## src/rtl/seq_det_pkg.sv

```systemverilog
// rtl/seq_det_pkg.sv - shared state type and sizing helper for the sequence detector
package seq_det_pkg;

    typedef enum logic [1:0] {
        EMPTY   = 2'd0,
        FILLING = 2'd1,
        ARMED   = 2'd2
    } seq_state_t;

    function automatic int fill_width(input int len);
        return $clog2(len);
    endfunction

endpackage

```

## src/rtl/sym_shift_reg.sv

```systemverilog
// rtl/sym_shift_reg.sv - enable-shifted symbol history, stage 0 oldest, flattened output
module sym_shift_reg #(
    parameter int W     = 2,
    parameter int DEPTH = 3
) (
    input  logic               clk_i,
    input  logic               clr_i,
    input  logic               en_i,
    input  logic [W-1:0]       sym_i,
    output logic [DEPTH*W-1:0] stages_o
);

    logic [DEPTH*W-1:0] stages_q;
    logic [DEPTH*W-1:0] stages_d;

    // Newest symbol enters the top stage; everything else moves one stage toward 0.
    generate
        if (DEPTH == 1) begin : g_single
            assign stages_d = sym_i;
        end else begin : g_multi
            assign stages_d = {sym_i, stages_q[DEPTH*W-1:W]};
        end
    endgenerate

    always_ff @(posedge clk_i) begin
        if (clr_i) begin
            stages_q <= '0;
        end else if (en_i) begin
            stages_q <= stages_d;
        end
    end

    assign stages_o = stages_q;

endmodule

```

## src/rtl/seq_detector.sv

```systemverilog
// rtl/seq_detector.sv - streaming programmable-pattern detector with saturating match counter
module seq_detector
    import seq_det_pkg::*;
#(
    parameter int W     = 2,
    parameter int LEN   = 4,
    parameter int CNT_W = 8
) (
    input  logic               clk_i,
    input  logic               rst_i,
    input  logic               in_valid_i,
    input  logic [W-1:0]       in_sym_i,
    input  logic [LEN*W-1:0]   pat_i,
    input  logic               overlap_i,
    input  logic               clr_i,
    output logic               match_o,
    output logic [CNT_W-1:0]   match_cnt_o,
    output logic [1:0]         state_o
);

    localparam int             FW       = fill_width(LEN);
    localparam logic [FW-1:0]  FILL_MAX = FW'(LEN - 1);

    logic [(LEN-1)*W-1:0] hist;
    logic                 accept;
    logic                 hit;

    logic [FW-1:0]    fill_q, fill_d;
    seq_state_t       state_q, state_d;
    logic             match_q, match_d;
    logic [CNT_W-1:0] cnt_q, cnt_d;

    // A clear drops the symbol offered in the same cycle.
    assign accept = in_valid_i & ~clr_i;

    // History contents only matter once ARMED, so clr leaves them alone.
    sym_shift_reg #(
        .W     (W),
        .DEPTH (LEN - 1)
    ) u_hist (
        .clk_i    (clk_i),
        .clr_i    (rst_i),
        .en_i     (accept),
        .sym_i    (in_sym_i),
        .stages_o (hist)
    );

    assign hit = accept && (state_q == ARMED) && ({in_sym_i, hist} == pat_i);

    always_comb begin
        fill_d  = fill_q;
        match_d = 1'b0;
        cnt_d   = cnt_q;
        if (clr_i) begin
            fill_d = '0;
            cnt_d  = '0;
        end else if (accept) begin
            if (hit) begin
                match_d = 1'b1;
                if (cnt_q != '1) begin
                    cnt_d = cnt_q + CNT_W'(1);
                end
                fill_d = overlap_i ? FILL_MAX : '0;
            end else if (fill_q != FILL_MAX) begin
                fill_d = fill_q + FW'(1);
            end
        end
        if (fill_d == '0) begin
            state_d = EMPTY;
        end else if (fill_d == FILL_MAX) begin
            state_d = ARMED;
        end else begin
            state_d = FILLING;
        end
    end

    always_ff @(posedge clk_i) begin
        if (rst_i) begin
            fill_q  <= '0;
            state_q <= EMPTY;
            match_q <= 1'b0;
            cnt_q   <= '0;
        end else begin
            fill_q  <= fill_d;
            state_q <= state_d;
            match_q <= match_d;
            cnt_q   <= cnt_d;
        end
    end

    assign match_o     = match_q;
    assign match_cnt_o = cnt_q;
    assign state_o     = state_q;

endmodule

```

## config.mk

```make
export PLATFORM = sky130hd
export DESIGN_NAME = seq_detector
export DESIGN_NICKNAME = d
export VERILOG_FILES = /design/src/rtl/seq_det_pkg.sv /design/src/rtl/sym_shift_reg.sv /design/src/rtl/seq_detector.sv
export SDC_FILE = /design/constraint.sdc
export NUM_CORES = 1
export LEC_CHECK = 0
export CORE_AREA = 2 2 44 46
export CTS_BUF_LIST = sky130_fd_sc_hd__clkbuf_16
export CTS_CLUSTER_DIAMETER = 200
export DETAILED_ROUTE_END_ITERATION = 8
export DIE_AREA = 0 0 46 48
export DONT_BUFFER_PORTS = 1
export GPL_TIMING_DRIVEN = 0
export PLACE_DENSITY_LB_ADDON = 0.12
export SYNTH_ARGS = -nofsm -noshare
export SYNTH_HDL_FRONTEND = slang
export SYNTH_HIERARCHICAL = 1
export SYNTH_SLANG_ARGS = --single-unit
```

## constraint.sdc

```tcl
create_clock -name clk_i -period 1.9 [get_ports clk_i]
set_input_delay 0.475 -clock clk_i [delete_from_list [all_inputs] [get_ports clk_i]]
set_output_delay 0.475 -clock clk_i [all_outputs]
set_load 0.01 [all_outputs]
```

==> flow_summary.rst <==
.. list-table::
   :header-rows: 1

   * - Metric
     - Value
   * - R2R Path Start
     - match_cnt_o[0]$_SDFFE_PP0P_
   * - Global-route wire length before repair
     - 2860 microns
   * - Number of sinks handled by clock tree synthesis
     - 19
   * - Required time of the critical path
     - 2.08 ns
   * - IO Pins
     - 26
   * - Via count of the routed design
     - 756
   * - Via density
     - 5.86
   * - Launch instance of the worst min-delay path
     - rst_i
   * - Number of buffers inserted by post-CTS setup repair
     - 0
   * - Setup tns final
     - 0 ns
   * - Transition time of the tightest slew-check pin
     - 0.455 ns
   * - Final max-slew violation count
     - 0
   * - Synthesized area
     - 978 sq um
   * - Post-synthesis cell count
     - 108
   * - CTS tree
     - built
   * - Number of synthesis warnings
     - 6
   * - Cell class contributing the biggest share of worst-path delay
     - simple AND/OR/NAND/NOR gates
   * - Clock-pin slew of the registers on the worst-case setup and hold paths
     - 0.05 ns
   * - Synth-to-layout area growth
     - 10.2%
   * - Starting DRT DRC Count
     - 7
   * - # fillers
     - 156
   * - Number of nets in the synthesized netlist
     - 124
   * - Number of diodes
     - 0
   * - Clock Path Buffers
     - 2
   * - Type of destination of the critical path
     - register
   * - Number of hold buffers added after CTS
     - 0
   * - Leakage
     - 0.388 nW
   * - Total global-route track usage
     - 0.186
   * - Arrival time of the worst setup path
     - 1.87 ns
   * - Worst Hold Slack
     - 0.288 ns
   * - Number of synthesized register bits
     - 19
   * - Total power divided by cell area
     - 824 nW/um^2
   * - Ordered cell list for the critical path
     - ha_1 -> nand4_1 -> and4_1 -> buf_2 -> a21o_1 -> a21oi_1
   * - Number of enable-type register cells in the synthesized netlist
     - 0
   * - Pin count of the biggest net entering global routing
     - 11
   * - Avg Inst Size Synth
     - 9.06 sq um
   * - Buffers on Ports
     - 0
   * - Placed wire-length estimate after detailed placement
     - 1380 microns
   * - Number of library cell types mapped by synthesis
     - 35
   * - Root buffer cell
     - clkbuf_16
   * - Gates resized, CTS repair
     - 0
   * - Initial Utilization
     - 0.579
   * - Initial antenna violation count
     - 0
   * - Final critical-path required period
     - 1.69 ns
   * - Multi-input logic area
     - 559 sq um
   * - Critical path origin
     - match_cnt_o[0]$_SDFFE_PP0P_
   * - Max incr delay on CP
     - 0.43 ns
   * - Type of the worst setup path
     - register to register
   * - Per-cell routed wire length
     - 14.2 microns
   * - Final critical-path share of the clock period
     - 0.892
   * - CP Max Fanout
     - 7
   * - Final setup viols
     - 0
   * - Number of buffers and inverters on the critical path
     - 1
   * - Setup repair after global routing missed its margin
     - no
   * - Sequential fraction of the synthesis area
     - 0.389
   * - Skew final
     - 0.00310 ns
   * - Area of all sequential standard cells
     - 380 sq um
   * - Kind of start point of the critical path
     - register
   * - Die span in y
     - 48 microns
   * - Result of the run
     - completed
   * - Number of placement rows
     - 15
   * - Max_cap viols
     - 0
   * - Maximum clock rate
     - 590 MHz
   * - Primary flip-flop cell chosen by synthesis mapping
     - dfxtp_1
   * - Peak VDD IR
     - 0.539 mV
   * - Share of post-route cells with drive strength above 1
     - 0.0982
   * - Die ar.
     - 2210 sq um
   * - Cell count after placement
     - 125
   * - Die span in x
     - 46 microns
   * - GRT Residual Overflow
     - 0
   * - H-tree levels
     - 1
   * - Final routed wirelength across all metal layers
     - 1830 microns
   * - Count of antenna-violating nets left after detailed routing
     - 0
   * - Number of clock buffers inserted by TritonCTS
     - 3
   * - Slowest-stage cell, CP
     - dfxtp_1
   * - Clock latency reported for the late side of the worst-skew pair
     - 0.25 ns
   * - Vias in the first global route
     - 712
   * - Final Wtd Congestion
     - 0.797
   * - Detailed-router iteration count before antenna repair
     - 4
   * - Slew Limit Headroom
     - 0.697
   * - Tightest Hold Check Type
     - input pin to register
   * - Final Hold Fails
     - 0
   * - Asr flop ratio synth
     - 0
   * - Filler-free cell count of the finished design
     - 129
   * - Placeable core region
     - 1690 sq um
   * - Remaining routing DRC violations
     - 0
   * - Number of nets in the layout
     - 129
cells by family after synthesis:
kind of cell | Yosys count | synth area share
flip-flops | 19 | 0.389
XOR/XNOR | 10 | 0.0895
buffers and inverters | 7 | 0.0396
adder cells (fa/ha/maj) | 1 | 0.0128
multiplexers | 6 | 0.0614
AND/OR/NAND/NOR | 46 | 0.284
AO/OA/AOI/OAI | 19 | 0.124
power by group:
part,switching [W],internal (W)
sequential,0.00000565,0.000404
clock,0.000145,0.000280
combinational,0.0000266,0.0000279
layout make-up:
class / count / share of cell area
Buffer: 4 / 0.0255
Sequential cell: 19 / 0.353
Clock inverter: 1 / 0.00348
Inverter: 3 / 0.0104
Clock buffer: 3 / 0.0696
Multi-Input combinational cell: 82 / 0.519
Tap cell: 17 / 0.0197
layout by cell type, fill, tap and decap left out, types with 3 or more instances in the layout:
cell type / netlist / routed
nor2_1: 11 / 11
inv_1: 3 / 4
clkbuf_16: 0 / 3
nand3_1: 5 / 5
o31ai_1: 3 / 3
xnor2_1: 10 / 10
nand2_1: 7 / 7
nand4_1: 4 / 4
dfxtp_1: 19 / 19
o21ai_0: 3 / 3
a21oi_1: 7 / 7
mux2i_1: 6 / 6
synth_stat cells, drive strengths merged, types with 2 or more instances:
| master | instances | share of area |
|---|---|---|
| inv | 3 | 0.012 |
| dfxtp | 19 | 0.39 |
| nor2 | 11 | 0.042 |
| nand3 | 5 | 0.026 |
| nand4b | 2 | 0.018 |
| nand4 | 5 | 0.047 |
| a21oi | 7 | 0.036 |
| mux2i | 6 | 0.061 |
| nor2b | 2 | 0.013 |
| o31ai | 3 | 0.023 |
| a21o | 2 | 0.015 |
| and4 | 3 | 0.028 |
| xnor2 | 10 | 0.090 |
| and3 | 2 | 0.014 |
| nand2 | 7 | 0.027 |
| o21ai | 3 | 0.015 |
| or4 | 2 | 0.015 |
| or3 | 2 | 0.013 |
| buf | 4 | 0.028 |
metal layers:
| metal | GRT usage | wire, microns |
|---|---|---|
| met4 | 0.131 | 39 |
| met3 | 0.0415 | 115 |
| met5 | 0 | 0 |
| met1 | 0.213 | 799 |
| met2 | 0.308 | 875 |
stage by stage:
step           worst slack, ns  power [W]  utilization  area [sq um]
5_1_grt                 0.0846   0.000919        0.639          1080
4_1_cts                  0.197   0.000903        0.639          1080
6_report                 0.206   0.000889        0.639          1080
2_1_floorplan            0.220   0.000464            -           978
3_3_place_gp             0.120   0.000471        0.592          1000
3_5_place_dp            0.0949   0.000473        0.592          1000
registers in the layout (all words and copies together), names as in the netlist:
| register | cells |
|---|---|
| fill_q | 2 |
| match_cnt_o | 8 |
| match_o | 1 |
| state_o | 2 |
| u_hist/stages_o | 6 |
worst paths after layout:
kind	endpoint	slack, ns	cells after the start
worst max-delay path	match_cnt_o[2]$_SDFFE_PP0P_	0.21	6
worst min-delay path	u_hist/stages_o[4]$_SDFFE_PP0P_	0.29	1
worst max register to register	match_cnt_o[2]$_SDFFE_PP0P_	0.21	6
worst min register to register	u_hist/stages_o[1]$_SDFFE_PP0P_	0.53	2
Power figures use the tool's default switching activity.
